`src/rtl/ioctl_mem_writer_pkg.sv`:
```
// Shared types and widths for the ioctl download-to-memory writer.
// Holds the FSM state encoding, bus widths and the buffered entry layout.
// No logic; imported by the writer and its FIFO instance.
package ioctl_mem_writer_pkg;

   localparam int IOCTL_AW = 25;
   localparam int IOCTL_DW = 16;
   localparam int ENTRY_W  = IOCTL_AW + IOCTL_DW;

   typedef enum logic [1:0] {
      IDLE  = 2'd0,
      LOAD  = 2'd1,
      DRAIN = 2'd2,
      DONE  = 2'd3
   } state_e;

   // One buffered write: memory byte address (base already added) and data.
   typedef struct packed {
      logic [IOCTL_AW-1:0] addr;
      logic [IOCTL_DW-1:0] data;
   } entry_t;

endpackage

```
`src/rtl/ioctl_mem_writer_fifo.sv`:
```
// Synchronous FIFO, registered count; push ignored when full, pop ignored when empty.
// Latency: a pushed word is visible at the head one cycle after the push.
// No bypass: the head is always read from storage, never from the push port.
module sync_fifo #(
   parameter int WIDTH = 41,
   parameter int DEPTH = 4,
   localparam int AW   = $clog2(DEPTH)
) (
   input  logic             clk_i,
   input  logic             rst_ni,
   input  logic             push_i,
   input  logic [WIDTH-1:0] din_i,
   input  logic             pop_i,
   output logic [WIDTH-1:0] dout_o,
   output logic             full_o,
   output logic             empty_o,
   output logic [AW:0]      count_o
);

   localparam logic [AW-1:0] PTR_ONE = 1;
   localparam logic [AW:0]   CNT_ONE = 1;
   localparam logic [AW:0]   CNT_MAX = DEPTH;

   logic [WIDTH-1:0] mem_q [DEPTH];
   logic [AW-1:0]    wr_ptr_q, rd_ptr_q;
   logic [AW:0]      count_q, count_d;
   logic             do_push, do_pop;

   assign full_o  = (count_q == CNT_MAX);
   assign empty_o = (count_q == '0);
   assign count_o = count_q;
   assign dout_o  = mem_q[rd_ptr_q];
   assign do_push = push_i && !full_o;
   assign do_pop  = pop_i && !empty_o;

   // Occupancy: simultaneous push and pop leave the count unchanged.
   always_comb begin
      count_d = count_q;
      case ({do_push, do_pop})
         2'b10:   count_d = count_q + CNT_ONE;
         2'b01:   count_d = count_q - CNT_ONE;
         default: count_d = count_q;
      endcase
   end

   // Pointers wrap naturally because DEPTH is a power of two.
   always_ff @(posedge clk_i) begin
      if (!rst_ni) begin
         wr_ptr_q <= '0;
         rd_ptr_q <= '0;
         count_q  <= '0;
      end else begin
         if (do_push) wr_ptr_q <= wr_ptr_q + PTR_ONE;
         if (do_pop)  rd_ptr_q <= rd_ptr_q + PTR_ONE;
         count_q <= count_d;
      end
   end

   // Storage needs no reset; only slots below the count are ever read out.
   always_ff @(posedge clk_i) begin
      if (do_push) mem_q[wr_ptr_q] <= din_i;
   end

endmodule

```
`src/rtl/ioctl_mem_writer.sv`:
```
// Buffers ioctl download words and writes them to memory via a req/ack handshake.
// Latency: word pushed in cycle N reaches mem_req at N+2; back-to-back requests every 2 cycles.
// Backpressure: ioctl_wait at count >= FIFO_DEPTH-2; writes arriving while full are dropped and flagged.
module ioctl_mem_writer
   import ioctl_mem_writer_pkg::*;
#(
   parameter int                  FIFO_DEPTH = 4,
   parameter logic [IOCTL_AW-1:0] BASE_ADDR  = 25'h0
) (
   input  logic                clk_sys,
   input  logic                reset_n,
   input  logic                ioctl_download,
   input  logic [7:0]          ioctl_index,
   input  logic                ioctl_wr,
   input  logic [IOCTL_AW-1:0] ioctl_addr,
   input  logic [IOCTL_DW-1:0] ioctl_dout,
   output logic                ioctl_wait,
   output logic                mem_req,
   output logic [IOCTL_AW-1:0] mem_addr,
   output logic [IOCTL_DW-1:0] mem_din,
   input  logic                mem_ack,
   output logic                load_done,
   output logic [7:0]          load_index,
   output logic [IOCTL_AW-1:0] load_size,
   output logic                overflow
);

   localparam int             CW       = $clog2(FIFO_DEPTH) + 1;
   localparam logic [CW-1:0]  WAIT_LVL = CW'(FIFO_DEPTH - 2);
   localparam logic [IOCTL_AW-1:0] TWO = 25'd2;

   state_e              state_q, state_d;
   logic                mem_req_q, mem_req_d;
   logic [IOCTL_AW-1:0] mem_addr_q, mem_addr_d;
   logic [IOCTL_DW-1:0] mem_din_q, mem_din_d;
   logic [7:0]          load_index_q, load_index_d;
   logic [IOCTL_AW-1:0] load_size_q, load_size_d;
   logic                overflow_q, overflow_d;

   logic                start, wr_window, wr_take, fifo_push, fifo_pop;
   logic                fifo_full, fifo_empty;
   logic [CW-1:0]       fifo_count;
   logic [IOCTL_AW-1:0] wr_end;
   entry_t              push_ent, head_ent;
   logic [ENTRY_W-1:0]  head_raw;

   // Writes are taken in LOAD and in the very cycle a download starts.
   assign start     = (state_q == IDLE) && ioctl_download;
   assign wr_window = (state_q == LOAD) || start;
   assign wr_take   = ioctl_wr && wr_window;
   assign fifo_push = wr_take && !fifo_full;
   assign fifo_pop  = mem_req_q && mem_ack;
   assign wr_end    = ioctl_addr + TWO;

   assign push_ent.addr = ioctl_addr + BASE_ADDR;
   assign push_ent.data = ioctl_dout;
   assign head_ent      = entry_t'(head_raw);

   assign ioctl_wait = (fifo_count >= WAIT_LVL);
   assign load_done  = (state_q == DONE);
   assign mem_req    = mem_req_q;
   assign mem_addr   = mem_addr_q;
   assign mem_din    = mem_din_q;
   assign load_index = load_index_q;
   assign load_size  = load_size_q;
   assign overflow   = overflow_q;

   sync_fifo #(
      .WIDTH (ENTRY_W),
      .DEPTH (FIFO_DEPTH)
   ) u_fifo (
      .clk_i   (clk_sys),
      .rst_ni  (reset_n),
      .push_i  (fifo_push),
      .din_i   (push_ent),
      .pop_i   (fifo_pop),
      .dout_o  (head_raw),
      .full_o  (fifo_full),
      .empty_o (fifo_empty),
      .count_o (fifo_count)
   );

   // Session sequencing: LOAD until download drops, drain the buffer, pulse done.
   always_comb begin
      state_d = state_q;
      case (state_q)
         IDLE:    if (ioctl_download) state_d = LOAD;
         LOAD:    if (!ioctl_download) state_d = DRAIN;
         DRAIN:   if (fifo_empty && !mem_req_q) state_d = DONE;
         DONE:    state_d = IDLE;
         default: state_d = IDLE;
      endcase
   end

   // Session status and the memory request; the request captures the head once and holds it.
   always_comb begin
      mem_req_d    = mem_req_q;
      mem_addr_d   = mem_addr_q;
      mem_din_d    = mem_din_q;
      load_index_d = load_index_q;
      load_size_d  = load_size_q;
      overflow_d   = overflow_q;

      if (start) begin
         load_index_d = ioctl_index;
         load_size_d  = '0;
         overflow_d   = 1'b0;
      end
      if (fifo_push && (wr_end > load_size_d)) load_size_d = wr_end;
      if (wr_take && fifo_full) overflow_d = 1'b1;

      if (mem_req_q) begin
         if (mem_ack) mem_req_d = 1'b0;
      end else if (!fifo_empty) begin
         mem_req_d  = 1'b1;
         mem_addr_d = head_ent.addr;
         mem_din_d  = head_ent.data;
      end
   end

   // State and output registers, synchronous active-low reset.
   always_ff @(posedge clk_sys) begin
      if (!reset_n) begin
         state_q      <= IDLE;
         mem_req_q    <= 1'b0;
         mem_addr_q   <= '0;
         mem_din_q    <= '0;
         load_index_q <= '0;
         load_size_q  <= '0;
         overflow_q   <= 1'b0;
      end else begin
         state_q      <= state_d;
         mem_req_q    <= mem_req_d;
         mem_addr_q   <= mem_addr_d;
         mem_din_q    <= mem_din_d;
         load_index_q <= load_index_d;
         load_size_q  <= load_size_d;
         overflow_q   <= overflow_d;
      end
   end

endmodule

```
`config.mk`:
```
export PLATFORM = sky130hd
export DESIGN_NAME = ioctl_mem_writer
export DESIGN_NICKNAME = d
export VERILOG_FILES = /design/src/rtl/ioctl_mem_writer_pkg.sv /design/src/rtl/ioctl_mem_writer_fifo.sv /design/src/rtl/ioctl_mem_writer.sv
export SDC_FILE = /design/constraint.sdc
export NUM_CORES = 1
export LEC_CHECK = 0
export CAP_MARGIN = 20
export CELL_PAD_IN_SITES_DETAIL_PLACEMENT = 2
export CELL_PAD_IN_SITES_GLOBAL_PLACEMENT = 2
export CORE_MARGIN = 1.5
export CORE_UTILIZATION = 42
export CTS_BUF_LIST = sky130_fd_sc_hd__clkbuf_4 sky130_fd_sc_hd__clkbuf_8 sky130_fd_sc_hd__clkbuf_16
export DETAILED_ROUTE_END_ITERATION = 10
export PLACE_DENSITY = 0.83
export SLEW_MARGIN = 20
export SYNTH_ARGS = -nofsm -noshare
export SYNTH_HDL_FRONTEND = slang
export SYNTH_SLANG_ARGS = --single-unit
```
`constraint.sdc`:
```
create_clock -name clk_sys -period 9 [get_ports clk_sys]
set_input_delay 1.8 -clock clk_sys [delete_from_list [all_inputs] [get_ports clk_sys]]
set_output_delay 1.8 -clock clk_sys [all_outputs]
set_load 0.01 [all_outputs]
```
==> results of run 1 <==
## per-layer routing
metal  wire (um)  global-route usage
met1       12100               0.288
met2       15500               0.432
met3         888              0.0266
met4         657              0.0627
met5           0                   0
## cell families (layout without fill, tap and decap cells)
family                     after synthesis  after routing  share of synthesized area
AOI/OAI and AO/OA                       81             81                     0.0543
xor gates and xnor gates                27             27                     0.0226
adders and majority gates               37             37                     0.0450
buffers and inverters                   53            196                     0.0219
DFF                                    249            249                      0.634
muxes                                   67             67                      0.113
and+or+nand+nor                        257            257                      0.109
## registers in the layout (all words and copies together) (netlist names), 2 cells and up
register	cells
u_fifo.mem_q	164
load_size	25
mem_addr	25
mem_din	16
load_index	8
u_fifo.count_o	3
state_q	2
u_fifo.rd_ptr_q	2
u_fifo.wr_ptr_q	2
## area by class of cell
class,instances,area [um2],share of cell area
clock inverters,16,159,0.0123
clock buffers,33,739,0.0571
repair buffers,134,1360,0.105
multi-input cells,469,3620,0.279
well taps,324,405,0.0313
flip-flops and latches,249,6630,0.512
inverters,13,48.8,0.00376
## placed cells by master (no fill, tap or decap), drive strengths merged, types with 12 or more instances in the layout
cell type,netlist,routed
clkbuf,24,33
inv,13,13
nand2,166,166
nor2,15,15
a21oi,13,13
mux2i,25,25
xnor2,18,18
dfxtp,85,85
ha,36,36
edfxtp,164,164
a21boi,51,51
and2,12,12
clkdlybuf4s50,0,130
nand3,35,35
mux4,41,41
## tightest hold or removal path: stages, from the launching register on
cell	delay, ps
dfxtp_1	300
nand2_1	60
a21boi_1	50
## stage by stage
step,setup WS (ps),power [mW],std cells
finish,3570,3.47,1238
global placement,3360,2.29,1188
global route,3310,3.64,1238
detailed placement,3050,2.38,1189
CTS,3580,3.52,1238
floorplan,4560,1.95,771
## path summary, 6_finish.rpt
kind                        endpoint  slack [ps]                    start  cells after the start
max          load_size[4]$_SDFF_PN0_        3570            ioctl_addr[6]                     12
min          mem_din[4]$_SDFFE_PN0P_         460  mem_din[4]$_SDFFE_PN0P_                      2
max reg2reg  load_size[4]$_SDFF_PN0_        5270  state_q[0]$_SDFFE_PN0P_                     12
min reg2reg  mem_din[4]$_SDFFE_PN0P_         460  mem_din[4]$_SDFFE_PN0P_                      2
## report_power, final
| part | switching (mW) | leakage, nW | internal (mW) |
|---|---|---|---|
| combinational | 0.485 | 1.81 | 0.366 |
| sequential | 0.101 | 2.18 | 1.40 |
| clock | 0.450 | 0.436 | 0.667 |
==> impl_metrics.csv, run 1 <==
group,metric,value,unit
status,status,"finished clean",
sta,rsz0062_at_grt,"no",
detailed_routing,drc,0,
place,portBuffers,131,
yosys,synth_flop_cell,"edfxtp_1",
sta,slew_violations,0,
setup_path,worstPathArrival,5870,ps
setup_path,crit_path_top_delay_cell,"clkdlybuf4s50_1",
setup_path,path_cells,"clkdlybuf4s50_1 > nand4_1 > nor3_2 > nand3_1 > xnor2_1 > ha_1 > a21oi_1 > o21ai_0 > a221oi_1 > o211ai_2 > nand2_4 > mux2i_1",
clock_tree,holdBufCountCts,0,
yosys,seq_area_frac_synth,0.634,
global_route,grt_pass1_wl,46.3,mm
clock_tree,clockBufferDepth,3,
sta,fin_tns_setup,0,ps
setup_path,slowest_delay,690,ps
yosys,synth.area.top_cells,"edfxtp_1, dfxtp_1, mux4_2",
yosys,post-synth-top-count-cell,"nand2_1",
cells_and_area,synthToLayoutAreaGrowth,23.9,%
cells_and_area,final_cell_area,0.0130,mm2
sta,whs,460,ps
power_and_ir_drop,ir_drop,0.000137,V
cells_and_area,nFillCells,2266,
detailed_routing,post_drt_wl_per_cell,23.5,um
floorplan,start_util,0.429,
place,gp_congestion,0.788,
floorplan,io_pins,132,
clock_tree,cts_resized,0,
yosys,ys_types,46,
sta,finalSetupViolCount,0,
detailed_routing,routed_via_density,5.44,
sta,hold_violations,0,
clock_tree,cts_setup_buffers,0,
setup_path,crit_fanout,24,
detailed_routing,ant_nets,0,
clock_tree,root_buffer,"clkbuf_16",
yosys,synth_nets,862,
global_route,grt_usage,0.233,
clock_tree,clk_latency,530,ps
global_route,grt_pass1_vias,7863,
cells_and_area,drive_above_1_share,0.115,
clock_tree,path_clk_slew,60,ps
global_route,grt_max_degree,110,
yosys,postSynth.asyncResetShare,0,
detailed_routing,vias,6735,
sta,fin_crit_sh,0.603,
setup_path,path_class,"input pin to register",
yosys,synthTopCellsByCount,"nand2_1, edfxtp_1, dfxtp_1, a21boi_0, mux4_2",
clock_tree,htreeDepth,1,
detailed_routing,drt_first_pass_iters,4,
floorplan,placementRows,57,
place,place_area,0.0121,mm2
flow_run,cap_violations,0,
cells_and_area,fin_nets,985,
detailed_routing,drt_iter0_markers,338,
floorplan,chipWidth,161,um
setup_path,crit_buf_inv,1,
sta,slew_headroom,0.337,
place,dp_hpwl,19.0,mm
yosys,yosysWarnings,0,
floorplan,fp.dieArea,0.0259,mm2
setup_path,worst_ep_required_time,9440,ps
setup_path,crit_family,"simple AND/OR/NAND/NOR gates",
sta,skew,19.4,ps
power_and_ir_drop,power_density,268,mW/mm2
yosys,syn_inst,771,
yosys,syn_area,0.0105,mm2
sta,worstMarginPinSlew,994,ps
power_and_ir_drop,power_leakage,4.43,nW
hold_path,hold_class,"register to register",
sta,fmaxAchievable,0.184,GHz
global_route,grt.overflow.total,0,
yosys,synth_top_cell_area_share,0.471,
yosys,synth_top_cell_by_area,"edfxtp_1",
clock_tree,cts_buffers,27,
detailed_routing,routed_wl,29.1,mm
clock_tree,cts_tree,"built",
clock_tree,clock-sinks,249,
cells_and_area,final_util,0.531,
yosys,ys_ff_latch,249,
cells_and_area,antenna_cells,0,
setup_path,worst_setup_path_end_kind,"register",
global_route,antenna_found_initial,0,
yosys,synth_edf_count,164,
yosys,synth_area_per_cell,13.6,um2
sta,period_needed,5430,ps
floorplan,die_y,161,um
setup_path,start_kind,"input pin",
floorplan,core,0.0244,mm2
(Power assumes the default switching activity.)
==> inputs of run 2 (changes only) <==
CORE_UTILIZATION = 35   (was 42)
PLACE_DENSITY = 0.73   (was 0.83)
clock period = 4.9 ns   (was 9 ns; I/O delays follow)
==> run 2 against run 1 <==
Net effect:
- core utilization shrank 8.1 points
- combinational power grew 83%
- flip-flop and latch count is the same
- clock power grew 90%
- global-route usage shrank 4.8 points
- count of clock-buffer cells in the layout grew 8
- routed wire length shrank 3.9%
==> impl_metrics.csv, run 2 (same netlist as run 1, synthesis figures left out) <==
group,metric,value,unit
sta,worstMarginPinSlew,1020,ps
cells_and_area,regMostFlops,"u_fifo.mem_q",
sta,slew_violations,0,
global_route,grt_pass1_wl,43.8,mm
hold_path,min-delay-start,"mem_din[3]$_SDFFE_PN0P_",
cells_and_area,synthToLayoutAreaGrowth,27.3,%
status,status,"finished clean",
sta,rsz0062_at_grt,"no",
power_and_ir_drop,ir_drop,0.000241,V
setup_path,worst_setup_path_end_kind,"register",
sta,slew_headroom,0.320,
cells_and_area,antenna_cells,0,
detailed_routing,drt_first_pass_iters,4,
global_route,antenna_found_initial,0,
place,dp_hpwl,18.5,mm
sta,skew,14.4,ps
floorplan,die_y,176,um
global_route,grt_pass1_vias,7375,
floorplan,io_pins,132,
setup_path,crit_buf_inv,3,
global_route,grt.overflow.total,0,
detailed_routing,vias,6641,
sta,period_needed,4120,ps
place,portBuffers,131,
global_route,grt_max_degree,93,
clock_tree,clockBufferDepth,3,
detailed_routing,drc,0,
clock_tree,cts_setup_buffers,0,
cells_and_area,nFillCells,2877,
sta,fin_tns_setup,0,ps
detailed_routing,post_drt_wl_per_cell,21.0,um
hold_path,hold_class,"register to register",
detailed_routing,routed_via_density,4.99,
setup_path,path_cells,"clkdlybuf4s50_1 > ha_1 > nand4_1 > nor4_2 > buf_4 > nand3_1 > xnor2_1 > ha_1 > nand4_1 > nor4_2 > nand2_1 > o21a_1 > nand2_4 > buf_12 > mux2i_1",
floorplan,core,0.0296,mm2
setup_path,r2r-start,"state_q[0]$_SDFFE_PN0P_",
setup_path,worstPathArrival,4580,ps
setup_path,slowest_delay,510,ps
sta,hold_violations,0,
clock_tree,cts_buffers,28,
cells_and_area,largest_reg_flops,164,
cells_and_area,final_util,0.450,
floorplan,chipWidth,176,um
setup_path,worst_ep_required_time,5360,ps
place,gp_congestion,0.750,
setup_path,cp-startpoint,"ioctl_addr[2]",
setup_path,crit_path_top_delay_cell,"clkdlybuf4s50_1",
sta,finalSetupViolCount,0,
setup_path,start_kind,"input pin",
power_and_ir_drop,power_density,483,mW/mm2
sta,fmaxAchievable,0.243,GHz
cells_and_area,drive_above_1_share,0.145,
sta,fin_crit_sh,0.841,
setup_path,crit_fanout,11,
clock_tree,cts_tree,"built",
cells_and_area,fin_nets,1010,
clock_tree,htreeDepth,1,
clock_tree,clk_latency,540,ps
sta,whs,464,ps
detailed_routing,drt_iter0_markers,386,
detailed_routing,ant_nets,0,
setup_path,crit_family,"simple AND/OR/NAND/NOR gates",
clock_tree,clock-sinks,249,
clock_tree,root_buffer,"clkbuf_16",
clock_tree,holdBufCountCts,0,
clock_tree,cts_resized,0,
global_route,grt_usage,0.185,
detailed_routing,routed_wl,27.9,mm
floorplan,start_util,0.354,
flow_run,cap_violations,0,
floorplan,fp.dieArea,0.0309,mm2
setup_path,path_class,"input pin to register",
clock_tree,path_clk_slew,60,ps
power_and_ir_drop,power_leakage,4.60,nW
floorplan,placementRows,63,
cells_and_area,final_cell_mix,"nand2_1, edfxtp_1, clkdlybuf4s50_1",
## run 2: cell types whose count changed in the layout (fill, tap and decap cells not counted), sizes merged
cell,previous run,this run
clkinv,10,7
bufinv,3,2
buf,4,28
clkinvlp,3,1
inv,13,14
clkbuf,33,41
## run 2: final timing paths
kind | endpoint | slack [ps] | cells after the start
max reg2reg | load_size[17]$_SDFF_PN0_ | 1360 | 14
min | mem_din[3]$_SDFFE_PN0P_ | 460 | 2
max | load_size[17]$_SDFF_PN0_ | 780 | 15
min reg2reg | mem_din[3]$_SDFFE_PN0P_ | 460 | 2
## run 2: final cells by class
type	count	area (um2)	area share
clock buffer	41	841	0.0632
clock inverter	11	108	0.00808
inverter	13	48.8	0.00367
multi-input combinational	469	3620	0.272
sequential	249	6630	0.498
tap	390	488	0.0367
timing repair buffer	158	1570	0.118
## run 2: tightest hold or removal path: cells and delay by family (launching register included)
family,cells,cell delay [ps]
flip-flops,1,310
AO/OA/AOI/OAI,1,50
AND/OR/NAND/NOR,1,50
## run 2: metrics by stage
step	total power, mW	setup slack (ps)	area (um2)	instances
5_1_grt	6.78	490	13300	1331
3_3_place_gp	4.31	245	12400	1279
4_1_cts	6.53	706	13300	1331
6_report	6.43	779	13300	1331
3_5_place_dp	4.39	162	12400	1279
2_1_floorplan	3.59	1280	10500	771
## run 2: power by group
part	total [mW]	internal, mW	switching (mW)
sequential	2.75	2.57	0.180
clock	2.13	1.29	0.834
combinational	1.56	0.694	0.862
total	6.43	4.56	1.88
## run 2: metal layers
metal  GRT usage  wire length [um]
met2       0.322             13900
met4      0.0385               493
met5           0                 0
met1       0.249             12800
met3      0.0229               750
==> inputs of run 3 (changes only) <==
CORE_UTILIZATION = 39   (was 35)
PLACE_DENSITY = 0.77   (was 0.73)
clock period = 4.1 ns   (was 4.9 ns; I/O delays follow)
==> run 3 against run 2 <==
Net effect:
- clock power rose by 18%
- flip-flop and latch count did not move
- via count rose by 2.7%
- power rose by 20%
- routed wire length rose by 4.9%
- the run now ends with DRC left
- highest routed layer is now met5
- design area rose by 0.23%
- global-route usage rose by 3.1 points
- core utilization rose by 5.9 points
- worst hold slack got worse by 1.2 ps
- combinational power rose by 23%
- worst setup slack got worse by 450 ps
- largest cell class unchanged
==> impl_metrics.csv, run 3 (same netlist as run 1, synthesis figures left out) <==
group,metric,value,unit
status,status,"finished with violations",
status,violations,"DRC",
hold_path,holdPathStages,2,
place,portBuffers,131,
clock_tree,holdBufCountCts,0,
power_and_ir_drop,power_density,581,mW/mm2
sta,fmaxAchievable,0.265,GHz
floorplan,io_pins,132,
setup_path,ff2ff_setup_slack,770,ps
global_route,antenna_found_initial,1,
setup_path,ff2ff_path_depth,13,
setup_path,worstPathArrival,4220,ps
clock_tree,cts_buffers,27,
clock_tree,clockBufferDepth,3,
place,gp_congestion,0.788,
clock_tree,cts_setup_buffers,0,
sta,finalSetupViolCount,0,
sta,hold_violations,0,
global_route,grt_usage,0.216,
floorplan,placementRows,59,
global_route,grt_pass1_vias,8005,
clock_tree,path_clk_slew,70,ps
sta,skew,8.71,ps
setup_path,start_kind,"input pin",
cells_and_area,antenna_cells,0,
detailed_routing,drc,5,
power_and_ir_drop,power_leakage,4.65,nW
setup_path,worst_ep_required_time,4550,ps
cells_and_area,drive_above_1_share,0.155,
floorplan,core,0.0262,mm2
floorplan,die_y,167,um
place,dp_hpwl,19.5,mm
clock_tree,cts_tree,"built",
clock_tree,htreeDepth,1,
cells_and_area,regMostFlops,"u_fifo.mem_q",
cells_and_area,largest_reg_flops,164,
floorplan,start_util,0.399,
place,place_area,0.0124,mm2
setup_path,crit_fanout,12,
setup_path,r2r-start,"state_q[0]$_SDFFE_PN0P_",
detailed_routing,routed_wl,29.3,mm
hold_path,hold_class,"register to register",
floorplan,fp.dieArea,0.0278,mm2
detailed_routing,ant_nets,0,
clock_tree,root_buffer,"clkbuf_16",
sta,whs,462,ps
cells_and_area,final_cell_area,0.0133,mm2
sta,worstMarginPinSlew,1040,ps
sta,period_needed,3770,ps
global_route,grt.overflow.total,0,
global_route,grt_pass1_wl,46.1,mm
setup_path,worst_setup_path_end_kind,"register",
clock_tree,clk_latency,530,ps
floorplan,chipWidth,167,um
cells_and_area,final_cell_mix,"nand2_1, edfxtp_1, clkdlybuf4s50_1",
sta,slew_violations,0,
global_route,grt_max_degree,110,
setup_path,path_class,"input pin to register",
sta,fin_crit_sh,0.920,
sta,rsz0062_at_grt,"no",
detailed_routing,drt_iter0_markers,325,
clock_tree,cts_resized,0,
sta,fin_ws,326,ps
sta,slew_headroom,0.304,
setup_path,r2r_end,"load_size[24]$_SDFF_PN0_",
detailed_routing,vias,6822,
flow_run,cap_violations,0,
cells_and_area,synthToLayoutAreaGrowth,27.5,%
detailed_routing,routed_via_density,5.30,
power_and_ir_drop,ir_drop,0.000308,V
detailed_routing,drt_first_pass_iters,8,
place,post-place-ws,-234,ps
cells_and_area,fin_nets,1021,
hold_path,min_to,"mem_din[4]$_SDFFE_PN0P_",
clock_tree,clock-sinks,249,
detailed_routing,post_drt_wl_per_cell,22.8,um
hold_path,min-delay-start,"mem_din[4]$_SDFFE_PN0P_",
-- run 3: cell count changes in the layout (fill, tap and decap cells not counted) --
cell       delta
clkinv_2      +1
clkbuf_4      +1
dfxtp_2       -1
clkbuf_8      -3
clkbuf_16     -2
buf_6         +1
clkinv_1      -1
buf_12        +2
bufinv_16     +2
buf_4         +9
dfxtp_4       +1
-- run 3: worst max-delay path, cell delays in order --
cell	delay, ps
clkdlybuf4s50_1	500
ha_1	180
nand4_1	180
nor4_2	330
buf_4	200
nand3_1	100
xnor2_1	190
ha_1	350
nand4_2	140
nor4_2	340
nand2_1	130
o21a_1	260
nand2_4	110
buf_12	150
mux2i_1	230
-- run 3: worst max path at each step --
stage	startpoint	to	slack (ps)
final	ioctl_addr[2]	load_size[24]$_SDFF_PN0_	330
after global routing	ioctl_addr[2]	load_size[24]$_SDFF_PN0_	150
after CTS	ioctl_addr[2]	load_size[24]$_SDFF_PN0_	260
after detailed placement	ioctl_addr[2]	load_size[10]$_SDFF_PN0_	-230
after global placement	ioctl_addr[1]	load_size[7]$_SDFF_PN0_	-60
after floorplan	ioctl_addr[1]	load_size[10]$_SDFF_PN0_	640
-- run 3: metal layers --
metal | global-route usage | share of wire | vias up
li1 | - | - | 3136
met1 | 0.273 | 0.43 | 3503
met2 | 0.394 | 0.52 | 145
met3 | 0.0292 | 0.036 | 36
met4 | 0.0470 | 0.014 | 2
met5 | 0 | 0.00044 | -
-- run 3: area by class of cell --
class,count,area [um2]
timing repair buffer,170,1690
clock inverter,13,169
inverter,13,48.8
fill,2441,12900
tap,335,419
clock buffer,37,757
multi-input combinational,469,3620
sequential,249,6630
-- run 3: per-stage QoR --
stage | setup TNS, ps | std cells | power [mW] | util
after floorplan | 0 | 771 | 4.29 | -
after global placement | -1290 | 1235 | 5.11 | 0.473
after detailed placement | -5100 | 1236 | 5.30 | 0.474
after CTS | 0 | 1286 | 7.86 | 0.509
after global routing | 0 | 1286 | 8.13 | 0.509
final | 0 | 1286 | 7.75 | 0.509
-- run 3: power breakdown --
part           internal (mW)  switching (mW)
Sequential              3.07           0.236
Clock                   1.54           0.973
Combinational          0.858            1.06
